==> config.mk <==
export PLATFORM = sky130hd
export DESIGN_NAME = mu0_uart_tx
export DESIGN_NICKNAME = d
export VERILOG_FILES = /design/src/rtl/mu0_uart_tx.sv
export SDC_FILE = /design/constraint.sdc
export NUM_CORES = 1
export LEC_CHECK = 0
export BUFFER_PORTS_ARGS = -buffer_cell sky130_fd_sc_hd__buf_2
export CORE_AREA = 2 2 87 89
export CTS_CLUSTER_DIAMETER = 30
export DETAILED_ROUTE_END_ITERATION = 10
export DIE_AREA = 0 0 89 91
export GPL_TIMING_DRIVEN = 0
export PLACE_DENSITY = 0.8
export REMOVE_ABC_BUFFERS = 1
export SLEW_MARGIN = 20
export SYNTH_ARGS = -nofsm -noshare
export SYNTH_HDL_FRONTEND = slang
export SYNTH_SLANG_ARGS = --single-unit
==> constraint.sdc <==
create_clock -name Clk -period 2.45 [get_ports Clk]
set_input_delay 0.49 -clock Clk [delete_from_list [all_inputs] [get_ports Clk]]
set_output_delay 0.49 -clock Clk [all_outputs]
set_load 0.02 [all_outputs]
==> src/rtl/mu0_uart_tx.sv <==
`default_nettype none
// ============================================================================
// mu0_uart_tx : MU0 bus peripheral, 8N1 serial transmitter with 4-entry FIFO
// Revision    : 1.0
// ============================================================================
module mu0_uart_tx #(
  parameter int          CLKS_PER_BIT = 16,
  parameter logic [11:0] BASE_ADDR    = 12'hFF0
) (
  input  logic        Clk,
  input  logic        Reset,
  input  logic [11:0] Address,
  input  logic [15:0] Data_out,
  input  logic        Rd,
  input  logic        Wr,
  output logic [15:0] Data_in,
  output logic        Sel,
  output logic        Tx
);

  localparam logic [1:0]  S_IDLE       = 2'd0;
  localparam logic [1:0]  S_START      = 2'd1;
  localparam logic [1:0]  S_DATA       = 2'd2;
  localparam logic [1:0]  S_STOP       = 2'd3;
  localparam logic [1:0]  C_REG_TXDATA = 2'd0;
  localparam logic [1:0]  C_REG_STATUS = 2'd1;
  localparam logic [1:0]  C_REG_CTRL   = 2'd2;
  localparam logic [15:0] C_BIT_LAST   = 16'(CLKS_PER_BIT - 1);

  logic [1:0]  r_state;
  logic [1:0]  w_state_next;
  logic [15:0] r_bit_timer;
  logic [15:0] w_bit_timer_next;
  logic [7:0]  r_shift;
  logic [7:0]  w_shift_next;
  logic [2:0]  r_bit_idx;
  logic [2:0]  w_bit_idx_next;
  logic        r_tx;
  logic        w_tx_next;
  logic [7:0]  r_fifo [4];
  logic [1:0]  r_wr_ptr;
  logic [1:0]  r_rd_ptr;
  logic [2:0]  r_count;
  logic        r_ovf;
  logic        r_en;
  logic        w_sel;
  logic        w_wr;
  logic        w_push_req;
  logic        w_push;
  logic        w_pop;
  logic        w_drop;
  logic        w_clr_ovf;
  logic        w_empty;
  logic        w_full;
  logic        w_busy;
  logic        w_timer_done;
  logic        w_unused_data;

  assign w_sel         = (Address[11:2] == BASE_ADDR[11:2]);
  assign Sel           = w_sel;
  assign w_wr          = Wr & w_sel;
  assign w_empty       = (r_count == 3'd0);
  assign w_full        = (r_count == 3'd4);
  assign w_busy        = (r_state != S_IDLE);
  assign w_timer_done  = (r_bit_timer == 16'd0);
  assign w_push_req    = w_wr && (Address[1:0] == C_REG_TXDATA);
  // A pop in the same cycle frees a slot, so a push into a full FIFO still lands.
  assign w_push        = w_push_req && (!w_full || w_pop);
  assign w_drop        = w_push_req && w_full && !w_pop;
  assign w_clr_ovf     = w_wr && (Address[1:0] == C_REG_CTRL) && Data_out[1];
  assign w_unused_data = &{1'b0, Data_out[15:8]};
  assign Tx            = r_tx;

  // State register and transmit datapath
  always_ff @(posedge Clk or negedge Reset) begin
    if (!Reset) begin
      r_state     <= S_IDLE;
      r_bit_timer <= '0;
      r_shift     <= '0;
      r_bit_idx   <= '0;
      r_tx        <= 1'b1;
    end else begin
      r_state     <= w_state_next;
      r_bit_timer <= w_bit_timer_next;
      r_shift     <= w_shift_next;
      r_bit_idx   <= w_bit_idx_next;
      r_tx        <= w_tx_next;
    end
  end

  // Next-state logic; a pop is only ever taken on entry to START
  always_comb begin
    w_state_next = r_state;
    w_pop        = 1'b0;
    case (r_state)
      S_IDLE: begin
        if (r_en && !w_empty) begin
          w_state_next = S_START;
          w_pop        = 1'b1;
        end
      end
      S_START: begin
        if (w_timer_done) w_state_next = S_DATA;
      end
      S_DATA: begin
        if (w_timer_done && (r_bit_idx == 3'd7)) w_state_next = S_STOP;
      end
      S_STOP: begin
        if (w_timer_done) begin
          if (r_en && !w_empty) begin
            w_state_next = S_START;
            w_pop        = 1'b1;
          end else begin
            w_state_next = S_IDLE;
          end
        end
      end
      default: w_state_next = S_IDLE;
    endcase
  end

  // Output logic: Tx is computed from the next state so it registers glitch-free
  always_comb begin
    w_bit_timer_next = r_bit_timer;
    w_shift_next     = r_shift;
    w_bit_idx_next   = r_bit_idx;
    if (w_pop) begin
      w_shift_next     = r_fifo[r_rd_ptr];
      w_bit_timer_next = C_BIT_LAST;
      w_bit_idx_next   = 3'd0;
    end else if (r_state != S_IDLE) begin
      if (w_timer_done) begin
        w_bit_timer_next = C_BIT_LAST;
        if (r_state == S_DATA) begin
          w_shift_next   = r_shift >> 1;
          w_bit_idx_next = r_bit_idx + 3'd1;
        end
      end else begin
        w_bit_timer_next = r_bit_timer - 16'd1;
      end
    end
    case (w_state_next)
      S_START: w_tx_next = 1'b0;
      S_DATA:  w_tx_next = w_shift_next[0];
      default: w_tx_next = 1'b1;
    endcase
  end

  // FIFO storage needs no reset; occupancy is tracked by the pointers and count
  always_ff @(posedge Clk) begin
    if (w_push) r_fifo[r_wr_ptr] <= Data_out[7:0];
  end

  always_ff @(posedge Clk or negedge Reset) begin
    if (!Reset) begin
      r_wr_ptr <= '0;
      r_rd_ptr <= '0;
      r_count  <= '0;
      r_ovf    <= 1'b0;
      r_en     <= 1'b0;
    end else begin
      if (w_push) r_wr_ptr <= r_wr_ptr + 2'd1;
      if (w_pop)  r_rd_ptr <= r_rd_ptr + 2'd1;
      case ({w_push, w_pop})
        2'b10:   r_count <= r_count + 3'd1;
        2'b01:   r_count <= r_count - 3'd1;
        default: r_count <= r_count;
      endcase
      if (w_drop)         r_ovf <= 1'b1;
      else if (w_clr_ovf) r_ovf <= 1'b0;
      if (w_wr && (Address[1:0] == C_REG_CTRL)) r_en <= Data_out[0];
    end
  end

  always_comb begin
    Data_in = 16'h0000;
    if (Rd && w_sel) begin
      case (Address[1:0])
        C_REG_STATUS: Data_in = {9'b0, r_ovf, r_count, w_busy, w_empty, w_full};
        C_REG_CTRL:   Data_in = {15'b0, r_en};
        default:      Data_in = 16'h0000;
      endcase
    end
  end

endmodule
`default_nettype wire

=== Word-level counts from Yosys, hierarchy flattened ===
Memory sizes are Yosys's and may differ from the RTL's.
Index checks and enable logic that the tools add are counted.

* Bits in registers: 39
* Bits in writable memories: 32
* Input bits: 32
* Logic and storage cells: 83
* Memories: 1

{| class="wikitable"
|+ Memories
! name !! words !! bits a word !! read ports !! clocked after memory_dff !! write ports !! line !! text
|-
| r_fifo || 4 || 8 || 1 || 0 || 1 || 40 || <nowiki>logic [7:0] r_fifo [4];</nowiki>
|}

* Add/subtract/negate cells: 6
* Equality and inequality tests: 12
* Multiplexer cells: 28
* Bitwise operators: 1
* Reductions and logical operators: 24

{| class="wikitable"
|+ Operator list
! operator !! number
|-
| 16-bit two-way mux || 4
|-
| 8-bit two-way mux || 4
|-
| 16-bit logical NOT || 1
|-
| 16-bit by 1-bit subtractor with 16-bit output, second input constant || 1
|-
| 7-bit case mux with 2 select lines || 1
|-
| 3-bit two-way mux || 4
|-
| 2-bit nonzero test || 6
|-
| 10-bit == test, second input constant || 1
|-
| 2-bit == test, second input constant || 5
|-
| 1-bit logical AND || 9
|-
| 2-bit by 1-bit == test with 1-bit output, second input constant || 4
|-
| 2-bit two-way mux || 4
|-
| 2-bit case mux with 4 select lines || 1
|-
| 1-bit two-way mux || 7
|-
| 3-bit by 1-bit adder with 3-bit output, second input constant || 2
|-
| 3-bit == test, second input constant || 2
|-
| 3-bit case mux with 2 select lines || 1
|-
| 2-bit by 1-bit adder with 2-bit output, second input constant || 2
|-
| 2-bit logical NOT || 2
|-
| 1-bit case mux with 2 select lines || 2
|-
| 1-bit logical NOT || 3
|-
| 3-bit logical NOT || 1
|-
| 3-bit AND reduction || 1
|-
| 3-bit by 1-bit subtractor with 3-bit output, second input constant || 1
|-
| other kinds (2) || 2
|}

=== Logic depth before layout (Yosys ltp) ===
Gate-level depths: netlist of run 1.

* Word-level depth: 10
* Gate-level depth with buffers: 11
* Gate-level depth less buffers: 11

=== Worst setup path before layout of run 1 ===
OpenSTA, ideal clock, no wires.

* Kind: reg-to-reg
* Start: register r_bit_timer[0]
* End: register r_count[2]
* Setup time: 0.126 ns
* Arrival: 2.489 ns
* Required time: 2.324 ns
* Setup slack: -0.165 ns
* Cell stages (with the launch flop): 11
* Path buffers: 0
* Period minus slack after synthesis: 2.615 ns
* Cell sequence: dfrtp_1 inv_1 ha_1 nor3b_2 nand4_2 o2bb2a_4 nor3b_1 inv_1 fa_1 nand2b_1 o311a_1

* Longest elaborated chain between the ends: 7

{| class="wikitable"
|+ RTL lines
! what !! line !! text
|-
| start: declaration || 32 || <nowiki>logic [15:0] r_bit_timer;</nowiki>
|-
| start signal: assignment || 84 || <nowiki>r_bit_timer <= w_bit_timer_next;</nowiki>
|-
| 16-bit logical NOT (*) || 65 || <nowiki>assign w_timer_done = (r_bit_timer == 16'd0);</nowiki>
|-
| 1-bit two-way mux (*) || 109 || <nowiki>if (w_timer_done) begin</nowiki>
|-
| 1-bit case mux with 2 select lines (*) || 95 || <nowiki>case (r_state)</nowiki>
|-
| 1-bit logical OR || 68 || <nowiki>assign w_push = w_push_req && (!w_full || w_pop);</nowiki>
|-
| 1-bit logical AND || 68 ||
|-
| 2-bit by 1-bit == test with 1-bit output / 2-bit == test (equally long branches) || 164 || <nowiki>case ({w_push, w_pop})</nowiki>
|-
| 3-bit case mux with 2 select lines / 2-bit nonzero test (equally long branches) || - ||
|-
| end signal: assignment || 165 || <nowiki>2'b10: r_count <= r_count + 3'd1;</nowiki>
|-
| end signal: assignment || 166 || <nowiki>2'b01: r_count <= r_count - 3'd1;</nowiki>
|-
| end signal: assignment || 167 || <nowiki>default: r_count <= r_count;</nowiki>
|-
| end: declaration || 43 || <nowiki>logic [2:0] r_count;</nowiki>
|}

Every way passes the cells marked *; elsewhere a longest branch is shown, timed or not.
A chain may end at the register's enable or synchronous reset.

=== Worst setup path in the final report of run 1 ===
Ends and elaborated chain as after synthesis.

==> summary.txt, run 1 <==
Status = complete, but fails checks
Failing checks = negative setup slack
WP data required = 2.67 ns
Distinct cells, synth = 62
Clk buf depth = 2
Register area share after synthesis = 53.9%
DR iter-0 viols = 139
Rows = 31
Synth Area in XOR/XNOR = 2.92%
Endpoints failing setup = 36
Post-synthesis cell area = 3600 um2
Setup WS pre-CTS = -0.503 ns
Reg2reg path depth = 10
Pins Over Slew Limit = 0
Async S/R FF share, synth = 54.9%
Post-synth EDFFs = 32
Synth Instances = 296
CP startpoint kind = register
Root Buffer = clkbuf_8
Most frequent cells after synthesis = 38 x dfrtp_1, 32 x edfxtp_1, 29 x nor2_1
Die area = 8100 um2
Hold Crit Class = primary input to async pin
Register bit count reported by yosys = 71
Max layer used = met4
Placer Congestion = 0.824
WL final = 6400 um
Met2 wire length = 3350 um
Largest family of logic cells by synthesized area = simple AND/OR/NAND/NOR gates
N_diodes = 0
Comb power frac = 24.3%
Area growth syn-to-layout = 13.4%
Via density = 5.46
Highest clock rate = 0.386 GHz
Adder-Cell Fraction of Synth Area = 5.78%
Remaining antenna violation count = 0
Finished Layout Cells = 438
Cell-internal power = 2210 uW
Most common cell in the netlist = dfrtp_1
Average wire per standard cell = 14.6 um
First drt pass iteration count = 6
Chip height = 91 um
Gr ovfl total = 0
DP HPWL = 4440 um
Complex-gate fraction of the synthesized area = 9.64%
Die W = 89 um
Largest net degree at the start of global routing = 40
RSZ-0062 raised after global routing = true
Final worst path period share = 106%
Vias = 2390
Pleak = 0.00173 uW
Fin nets = 382
Final hold vios = 0
Critical R2R Capture = r_count[2]$_DFFE_PN0P_
Initial antenna violation count = 0
Switching power share of the total = 33.3%
Clock share of power = 27.9%
# fillers = 590
I/O pins = 50
Fraction of layout cells with a size suffix above 1 = 24.5%
Power density cells = 813 nW/um2
CTS hold repair buffers = 0
Core area = 7140 um2
Launch point of the worst reg-to-reg path = r_bit_timer[0]$_DFFE_PN0P_
Yosys top cell by area = edfxtp_1
Kind of end point of the critical path = register
Ys Warns = 0
H-tree depth = 3
Clk pin slew, worst setup/hold paths = 0.08 ns
Met3 routed WL = 157 um
Synth top area share = 26.7%
Starting density of the core = 50.4%
Post-Synth Simple-Gate Area = 14.3%
Maxcap violations = 0
Num CTS Buffers = 9
Crit path max fanout = 5
Worst Max-Slew Pin Slew = 0.903 ns
Minimum clock period = 2.59 ns
CTS tree = done
First-pass GRT wire length = 10800 um
Psw = 1100 uW
Mux share of post-synthesis cell area = 8.80%
IO buf count = 32
Metal-1 WL = 2760 um
Dpl cells = 417
VDD IR-drop max = 0.472 mV
Internal reg-to-reg setup slack = -0.14 ns
Synth Flop Type = dfrtp_1
Crit path DAT = 2.81 ns
Slew HR = 39.8%
Clock Skews = 0.0108 ns
Remaining DRCs = 0
Total GRT Usage = 17.2%
Seq pwr share = 47.8%
Critical path class = register to register
Worst-Skew Late Latency = 0.34 ns
Avg Cell Area, Syn = 12.1 um2
Ranking of synthesized cells by area = edfxtp_1 27%, dfrtp_1 26%, ha_1 5.2%
Final WS setup = -0.142 ns
Clk sinks = 71
Vias in the first global route = 2401
-- cell usage in the layout (no fill, tap or decap), drive strengths merged, types with 2 or more instances in the layout --
cell	count
clkinv	3
o21a	3
mux4	8
nor3b	2
xor2	6
mux2	2
nand2b	4
xnor2	6
nand4	3
a21oi	5
clkbuf	10
dfrtp	38
o211ai	2
nor3	2
o21ai	17
nor2	29
or2	3
and2	7
mux2i	11
nor2b	2
ha	15
nand3	8
o31ai	3
conb	9
or3	2
inv	15
a32o	2
nand2	23
edfxtp	32
buf	37
nor4	7
-- kinds of logic (layout without fill, tap and decap cells) --
| logic type | after synthesis | in the layout |
|---|---|---|
| simple gates | 97 | 97 |
| fa+ha+maj | 16 | 16 |
| buf+inv | 31 | 66 |
| compound gates | 47 | 47 |
| flops | 71 | 71 |
| other cells | 1 | 9 |
| mux | 21 | 21 |
| xor+xnor | 12 | 12 |
-- state kept, by name (all words and copies together), names as in the netlist --
name and cells:
r_state 2, r_rd_ptr 2, r_bit_idx 3, Tx 1, r_count 3, r_shift 8
r_fifo 32, r_wr_ptr 2, r_ovf 1, r_en 1, r_bit_timer 16
-- metrics by stage --
| step | hold WS [ns] | TNS, ns | utilization [%] | area (um2) | power [uW] |
|---|---|---|---|---|---|
| 3_5_place_dp | 0.497 | -16.63 | 53.2 | 3800 | 2370 |
| 5_1_grt | 0.353 | -7.12 | 57.2 | 4080 | 3520 |
| 6_report | 0.284 | -2.10 | 57.2 | 4080 | 3320 |
| 2_1_floorplan | 0.194 | -0.163 | - | 3510 | 2150 |
| 3_3_place_gp | 0.486 | -11.46 | 53.2 | 3800 | 2320 |
| 4_1_cts | 0.317 | -2.31 | 56.9 | 4060 | 3330 |
-- critical path, stage by stage (launching register included) --
cell	delay (ns)
dfrtp_1	0.43
inv_1	0.08
ha_2	0.18
nor3b_4	0.23
nand4_2	0.16
o2bb2a_4	0.26
nor3b_4	0.24
inv_2	0.07
fa_2	0.37
nand2b_4	0.15
o311a_1	0.29
-- layout make-up --
type / instances / area, um2 / area share [%]
Tap cell: 99 / 124 / 3.04
Clock inverter: 6 / 70.1 / 1.72
Inverter: 13 / 48.8 / 1.20
Multi-Input combinational cell: 202 / 1570 / 38.6
Timing Repair Buffer: 37 / 198 / 4.85
Clock buffer: 10 / 128 / 3.13
Sequential cell: 71 / 1940 / 47.5
-- power groups by stage --
stage	clock (uW)	sequential, uW	combinational (uW)
2_1_floorplan	0	1570	578
3_3_place_gp	0	1590	730
3_5_place_dp	0	1600	766
4_1_cts	948	1590	794
5_1_grt	992	1610	919
6_report	926	1580	808
-- layer usage --
metal	track usage, %	vias up
met1	21.3	1200
met5	0	-
met4	6.47	0
met3	3.00	13
met2	29.7	39
li1	-	1138
-- timing repair --
action                                 CTS  global route
pin swaps                                1             1
gates resized for setup                 11             5
endpoints found under the hold margin    0             0
gates cloned                             0             0
buffers inserted                         5             0
setup endpoints to repair               50            44
-- worst max-delay path by stage --
stage                                      from                          to  slack [ns]  depth (start not counted)
floorplan            r_bit_timer[0]$_DFFE_PN0P_      r_count[2]$_DFFE_PN0P_       -0.16                         10
global placement     r_bit_timer[0]$_DFFE_PN0P_      r_count[2]$_DFFE_PN0P_       -0.42                         10
detailed placement  r_bit_timer[12]$_DFFE_PN0P_      r_count[2]$_DFFE_PN0P_       -0.50                          8
CTS                  r_bit_timer[0]$_DFFE_PN0P_      r_count[2]$_DFFE_PN0P_       -0.26                         10
global route               r_state[0]$_DFF_PN0_  r_bit_timer[9]$_DFFE_PN0P_       -0.31                          7
finish               r_bit_timer[0]$_DFFE_PN0P_      r_count[2]$_DFFE_PN0P_       -0.14                         10
(Power assumes the default switching activity.)
==> run 2: changes to the inputs <==
--- a/config.mk
+++ b/config.mk
@@ -5,11 +5,12 @@
 export SDC_FILE = /design/constraint.sdc
 export NUM_CORES = 1
 export LEC_CHECK = 0
+export ABC_AREA = 1
 export BUFFER_PORTS_ARGS = -buffer_cell sky130_fd_sc_hd__buf_2
-export CORE_AREA = 2 2 87 89
+export CORE_AREA = 2 2 89 91
 export CTS_CLUSTER_DIAMETER = 30
 export DETAILED_ROUTE_END_ITERATION = 10
-export DIE_AREA = 0 0 89 91
+export DIE_AREA = 0 0 91 93
 export GPL_TIMING_DRIVEN = 0
 export PLACE_DENSITY = 0.8
 export REMOVE_ABC_BUFFERS = 1
==> summary.txt, run 2 <==
RSZ-0062 raised after global routing = false (was true)
Highest clock rate = 0.445 GHz (was 0.386 GHz)
Ys Warns = 0 (unchanged)
Critical path class = register to register (unchanged)
Register area share after synthesis = 51.3% (was 53.9%)
Final WS setup = 0.202 ns (was -0.142 ns)
Async S/R FF share, synth = 54.9% (unchanged)
Initial antenna violation count = 0 (unchanged)
Clk pin slew, worst setup/hold paths = 0.08 ns (about the same)
Hold Crit Class = primary input to async pin (unchanged)
Kind of end point of the critical path = register (unchanged)
Placer Congestion = 0.830 (was 0.824)
Final hold vios = 0 (unchanged)
Largest register by flop count = r_fifo (unchanged)
Crit path DAT = 2.54 ns (was 2.81 ns)
Core area = 7530 um2 (was 7140 um2)
Fraction of layout cells with a size suffix above 1 = 15.6% (was 24.5%)
Rows = 32 (was 31)
Setup WS pre-CTS = -0.358 ns (was -0.503 ns)
Most common cell in the netlist = nand2_1 (was dfrtp_1)
Remaining antenna violation count = 0 (unchanged)
Commonest non-fill, non-tap cells in the layout = 85 x nand2_1, 51 x nor2_1, 49 x nand3_1 (was 38 x dfrtp_1, 32 x buf_2, 32 x edfxtp_1)
Commonest non-fill, non-tap cell in the layout = nand2_1 (was dfrtp_1)
DR iter-0 viols = 159 (was 139)
Area growth syn-to-layout = 13.0% (was 13.4%)
Slew HR = 41.5% (was 39.8%)
CP startpoint kind = register (unchanged)
N_diodes = 0 (unchanged)
Worst hold slack = 0.262 ns (was 0.284 ns)
Avg Cell Area, Syn = 8.83 um2 (was 12.1 um2)
Crit path largest cell delay = 0.45 ns (was 0.43 ns)
Finished Layout Cells = 569 (was 438)
WL final = 7090 um (was 6400 um)
Worst Max-Slew Pin Slew = 0.878 ns (was 0.903 ns)
Pleak = 0.00201 uW (was 0.00173 uW)
Yosys top cell by area = edfxtp_1 (unchanged)
Num CTS Buffers = 9 (unchanged)
Endpoints failing setup = 0 (was 36)
Synth Instances = 428 (was 296)
Fin nets = 510 (was 382)
Clock Skews = 0.00824 ns (was 0.0108 ns)
Crit path max fanout = 4 (was 5)
Synth Flop Type = dfrtp_1 (unchanged)
Starting density of the core = 50.2% (was 50.4%)
Status = completed (was complete, but fails checks)
Largest regs = r_fifo (32), r_bit_timer (16), r_shift (8) (unchanged)
Vias in the first global route = 2881 (was 2401)
First drt pass iteration count = 4 (was 6)
Gr ovfl total = 0 (unchanged)
Post-synth EDFFs = 32 (unchanged)
Final worst path period share = 91.8% (was 106%)
CTS hold repair buffers = 0 (unchanged)
Post-synthesis cell area = 3780 um2 (was 3600 um2)
Most frequent cells after synthesis = 87 x nand2_1, 56 x nor2_1, 49 x nand3_1 (was 38 x dfrtp_1, 32 x edfxtp_1, 29 x nor2_1)
Die W = 91 um (was 89 um)
Maxcap violations = 0 (unchanged)
Vias = 2868 (was 2390)
Power density cells = 833 nW/um2 (was 813 nW/um2)
Register bit count reported by yosys = 71 (unchanged)
Distinct cells, synth = 38 (was 62)
Reg2reg path depth = 13 (was 10)
First-pass GRT wire length = 12100 um (was 10800 um)
Die area = 8460 um2 (was 8100 um2)
H-tree depth = 3 (unchanged)
Slowest CP cell = fa_1 (was dfrtp_1)
Average wire per standard cell = 12.5 um (was 14.6 um)
Clk buf depth = 2 (unchanged)
Cell-by-cell trace of the critical path = inv_1, ha_1, nand2_2, nor2_2, nand3_2, nand2_2, nand3_1, fa_1, inv_1, nand4_1, nand3_1, nand2_1, inv_1 (was inv_1, ha_2, nor3b_4, nand4_2, o2bb2a_4, nor3b_4, inv_2, fa_2, nand2b_4, o311a_1)
Via density = 5.04 (was 5.46)
VDD IR-drop max = 0.458 mV (was 0.472 mV)
CTS tree = done (unchanged)
Pins Over Slew Limit = 0 (unchanged)
I/O pins = 50 (unchanged)
Chip height = 93 um (was 91 um)
Worst-Skew Late Latency = 0.35 ns (was 0.34 ns)
Minimum clock period = 2.25 ns (was 2.59 ns)
Dpl cells = 551 (was 417)
DP HPWL = 4950 um (was 4440 um)
Final core utilization = 56.8% (was 57.2%)
Remaining DRCs = 0 (unchanged)
# fillers = 684 (was 590)
Synth top area share = 25.4% (was 26.7%)
Largest net degree at the start of global routing = 40 (unchanged)
Root Buffer = clkbuf_8 (unchanged)
Clk sinks = 71 (unchanged)
IO buf count = 32 (unchanged)
Max reg flops = 32 (unchanged)
Power consumption = 3560 uW (was 3320 uW)
Ranking of synthesized cells by area = edfxtp_1 25%, dfrtp_1 25%, nand2_1 8.6% (was edfxtp_1 27%, dfrtp_1 26%, ha_1 5.2%)
WP data required = 2.75 ns (was 2.67 ns)
Total GRT Usage = 18.1% (was 17.2%)
Crit path top cell by count = inv_1 (was nor3b_4)
==> run 2: cell types whose count changed in the layout (fill, tap and decap cells not counted), sizes merged, moves of 9 or more <==
cell | before | now
a21oi | 5 | 14
nand2 | 23 | 92
mux2i | 11 | 0
nor2 | 29 | 58
nand3 | 8 | 51
inv | 15 | 48
==> run 2: final timing paths <==
kind	start	to	slack, ns
hold reg to reg	r_count[0]$_DFFE_PN0P_	r_count[0]$_DFFE_PN0P_	0.50
setup reg to reg	r_bit_timer[1]$_DFFE_PN0P_	r_count[2]$_DFFE_PN0P_	0.20
hold / removal	Reset	r_bit_timer[14]$_DFFE_PN0P_	0.26
max in group asynchronous	Reset	r_wr_ptr[1]$_DFFE_PN0P_	1.64
min in group Clk	Data_out[3]	r_fifo[3][3]$_DFFE_PP_	0.35
setup / recovery	r_bit_timer[1]$_DFFE_PN0P_	r_count[2]$_DFFE_PN0P_	0.20
==> run 2: logic make-up after synthesis <==
family | after synthesis | share of synthesized area, %
and+or+nand+nor | 213 | 25.0
DFF | 71 | 51.3
buffers and inverters | 68 | 8.50
AOI/OAI and AO/OA | 47 | 6.78
adders and majority gates | 16 | 5.49
xor gates and xnor gates | 11 | 2.55
other | 1 | 0.0992
muxes | 1 | 0.298
==> run 2: where the power goes <==
part           internal (uW)  leakage [uW]  switching [uW]  total [uW]
clock                    575     0.0000998             436        1010
combinational            351       0.00111             653        1000
sequential              1410      0.000794             140        1540
total                   2330       0.00201            1230        3560
==> run 2: worst max-delay path: cells and delay by family, from the launching register on <==
| kind | cells | cell delay [ns] |
|---|---|---|
| AND/OR/NAND/NOR | 8 | 0.90 |
| adder cells (fa/ha/maj) | 2 | 0.67 |
| flip-flops | 1 | 0.38 |
| buffers and inverters | 3 | 0.24 |
==> run 2: layout make-up <==
| class | instances | area, um2 | share of cell area [%] |
|---|---|---|---|
| sequential | 71 | 1940 | 45.3 |
| multi-input combinational | 297 | 1610 | 37.6 |
| timing repair buffer | 34 | 200 | 4.68 |
| inverter | 49 | 184 | 4.30 |
| clock buffer | 11 | 131 | 3.07 |
| tap | 102 | 128 | 2.99 |
| clock inverter | 5 | 83.8 | 1.96 |
==> run 2: metrics by stage <==
stage | instance area (um2) | setup TNS, ns
after detailed placement | 3960 | -10.77
after floorplan | 3670 | 0
final | 4270 | 0
after global routing | 4270 | 0
after global placement | 3960 | -7.80
after CTS | 4190 | -4.67
==> run 2: routing by layer <==
layer,share of wire (%),GRT usage (%)
met1,43,19.9
met2,52,33.0
met3,3.9,5.16
met4,1.2,6.94
met5,0,0
==> run 2: timing repair <==
item | 4_1_cts | 5_1_grt
pin swaps | 0 | 3
gates cloned | 0 | 0
setup buffers | 0 | 2
gates resized for setup | 4 | 12
endpoints found under the setup margin | 32 | 41
==> run 3: changes to the inputs <==
--- a/config.mk
+++ b/config.mk
@@ -7,12 +7,14 @@
 export LEC_CHECK = 0
 export ABC_AREA = 1
 export BUFFER_PORTS_ARGS = -buffer_cell sky130_fd_sc_hd__buf_2
-export CORE_AREA = 2 2 89 91
+export CORE_AREA = 2 2 87 89
+export CTS_BUF_LIST = sky130_fd_sc_hd__clkbuf_4
 export CTS_CLUSTER_DIAMETER = 30
 export DETAILED_ROUTE_END_ITERATION = 10
-export DIE_AREA = 0 0 91 93
+export DIE_AREA = 0 0 89 91
 export GPL_TIMING_DRIVEN = 0
-export PLACE_DENSITY = 0.8
+export MAX_ROUTING_LAYER = met4
+export PLACE_DENSITY = 0.83
 export REMOVE_ABC_BUFFERS = 1
 export SLEW_MARGIN = 20
 export SYNTH_ARGS = -nofsm -noshare
==> summary.txt, run 3 (synthesis results as in run 2) <==
I/O pins = 50 (unchanged)
Worst-Skew Late Latency = 0.43 ns (was 0.35 ns)
First-pass GRT wire length = 13100 um (was 12100 um)
CP startpoint kind = register (unchanged)
Commonest non-fill, non-tap cell in the layout = nand2_1 (unchanged)
Crit path DAT = 2.42 ns (was 2.54 ns)
Cell area after layout = 4230 um2 (was 4270 um2)
Pins Over Slew Limit = 0 (unchanged)
Gr ovfl total = 0 (unchanged)
First drt pass iteration count = 4 (unchanged)
VDD IR-drop max = 0.456 mV (was 0.458 mV)
M1 GR Usage = 25.2% (was 19.9%)
Starting density of the core = 53.0% (was 50.2%)
Switching power share of the total = 39.1% (was 34.5%)
IO buf count = 32 (unchanged)
Die area = 8100 um2 (was 8460 um2)
Maxcap violations = 0 (unchanged)
Hold Crit Class = primary input to async pin (unchanged)
Power density cells = 767 nW/um2 (was 833 nW/um2)
Remaining antenna violation count = 0 (unchanged)
Area growth syn-to-layout = 11.9% (was 13.0%)
GRT met3 Usage = 4.27% (was 5.16%)
CTS tree = done (unchanged)
Clock share of power = 21.1% (was 28.4%)
Rows = 31 (was 32)
Worst Max-Slew Pin Slew = 0.890 ns (was 0.878 ns)
Remaining DRCs = 0 (unchanged)
Reg2reg path depth = 9 (was 13)
DR iter-0 viols = 184 (was 159)
Vias = 3030 (was 2868)
Largest register by flop count = r_fifo (unchanged)
Commonest non-fill, non-tap cells in the layout = 86 x nand2_1, 51 x nor2_1, 49 x nand3_1 (was 85 x nand2_1, 51 x nor2_1, 49 x nand3_1)
Largest net degree at the start of global routing = 40 (unchanged)
Cell Area, Placed = 3960 um2 (about the same)
Die W = 89 um (was 91 um)
Dpl cells = 548 (was 551)
H-tree depth = 3 (unchanged)
N_diodes = 0 (unchanged)
Internal reg-to-reg setup slack = 0.18 ns (was 0.20 ns)
Initial antenna violation count = 0 (unchanged)
Comb power frac = 31.3% (was 28.2%)
Largest regs = r_fifo (32), r_bit_timer (16), r_shift (8) (unchanged)
Routing usage on met2 = 34.3% (was 33.0%)
Kind of end point of the critical path = register (unchanged)
Vias in the first global route = 3026 (was 2881)
Worst setup startpoint = r_state[0]$_DFF_PN0_ (was r_bit_timer[1]$_DFFE_PN0P_)
Highest clock rate = 0.440 GHz (was 0.445 GHz)
Clk pin slew, worst setup/hold paths = 0.13 ns (was 0.08 ns)
Minimum clock period = 2.27 ns (was 2.25 ns)
Slew HR = 40.6% (was 41.5%)
Clk sinks = 71 (unchanged)
Cell-internal power = 1980 uW (was 2330 uW)
Num CTS Buffers = 9 (unchanged)
Top Usage Layer GRT = met2 (unchanged)
Finished Layout Cells = 569 (unchanged)
Critical path class = register to register (unchanged)
Endpoints failing setup = 0 (unchanged)
Clock Skews = 0.0134 ns (was 0.00824 ns)
CTS hold repair buffers = 0 (unchanged)
Final worst path period share = 92.8% (was 91.8%)
Root Buffer = clkbuf_4 (was clkbuf_8)
Fin nets = 513 (was 510)
Setup crit end = r_fifo[0][4]$_DFFE_PP_ (was r_count[2]$_DFFE_PN0P_)
Via density = 5.33 (was 5.04)
Critical R2R Capture = r_fifo[0][4]$_DFFE_PP_ (was r_count[2]$_DFFE_PN0P_)
Status = completed (unchanged)
Seq pwr share = 47.6% (was 43.4%)
Crit path max fanout = 26 (was 4)
Psw = 1270 uW (was 1230 uW)
Max reg flops = 32 (unchanged)
Launch point of the worst reg-to-reg path = r_state[0]$_DFF_PN0_ (was r_bit_timer[1]$_DFFE_PN0P_)
Pleak = 0.00199 uW (was 0.00201 uW)
WL final = 7620 um (was 7090 um)
WP data required = 2.60 ns (was 2.75 ns)
Final hold vios = 0 (unchanged)
Core area = 7140 um2 (was 7530 um2)
Fraction of layout cells with a size suffix above 1 = 16.8% (was 15.6%)
Placer Congestion = 0.895 (was 0.830)
Average wire per standard cell = 13.4 um (was 12.5 um)
Clk buf depth = 2 (unchanged)
Total GRT Usage = 21.0% (was 18.1%)
RSZ-0062 raised after global routing = false (unchanged)
DP HPWL = 5140 um (was 4950 um)
Chip height = 91 um (was 93 um)
==> run 3: final cells by class <==
type                    instances  area, um2
fillers                       637       2900
flip-flops and latches         71       1940
multi-input cells             297       1620
repair buffers                 37        248
inverters                      49        184
well taps                      99        124
clock buffers                   9       67.6
clock inverters                 7       55.1
==> run 3: metrics by stage <==
stage          power [uW]  utilization [%]  setup WS [ns]  hold slack (ns)  setup TNS, ns
2_1_floorplan        2300                -          0.203            0.194              0
3_3_place_gp         2490             55.5         -0.303            0.480          -9.30
3_5_place_dp         2550             55.5         -0.399            0.497         -12.31
4_1_cts              3220             58.9        0.00347            0.191              0
5_1_grt              3470             59.3        0.00713            0.236              0
6_report             3250             59.3          0.177            0.167              0
==> run 3: routing by layer <==
layer  up-vias  wire length, um
met5         -                0
met4         0              211
li1       1464                -
met1      1450             3220
met2        84             3830
met3        32              364
==> run 3: timing repair <==
action                                 in CTS  in global routing
endpoints found under the hold margin       0                  0
setup endpoints to repair                  33                 41
pin swaps                                   4                  2
resized for setup                           9                  9
buffers inserted                            5                  0
==> run 3: worst min path at each step <==
stage / to
after floorplan: r_bit_idx[0]$_DFFE_PN0P_
after global placement: r_count[0]$_DFFE_PN0P_
after detailed placement: r_bit_idx[1]$_DFFE_PN0P_
after CTS: r_bit_timer[14]$_DFFE_PN0P_
after global routing: r_bit_timer[14]$_DFFE_PN0P_
final: r_bit_timer[15]$_DFFE_PN0P_
==> run 3: power groups by stage <==
stage / sequential [uW] / clock (uW) / combinational, uW
floorplan: 1540 / 0 / 753
global placement: 1560 / 0 / 933
detailed placement: 1570 / 0 / 980
CTS: 1540 / 689 / 990
global route: 1560 / 749 / 1160
finish: 1550 / 685 / 1020
==> run 3: critical path, stage by stage, from the launching register on <==
cell and delay [ns]:
dfrtp_1 0.46, inv_1 0.15, ha_2 0.35, nand2_1 0.17, nand2_4 0.13, nand2_8 0.14, nand2_2 0.15, nand2_4 0.13
nor2_4 0.18, buf_12 0.14
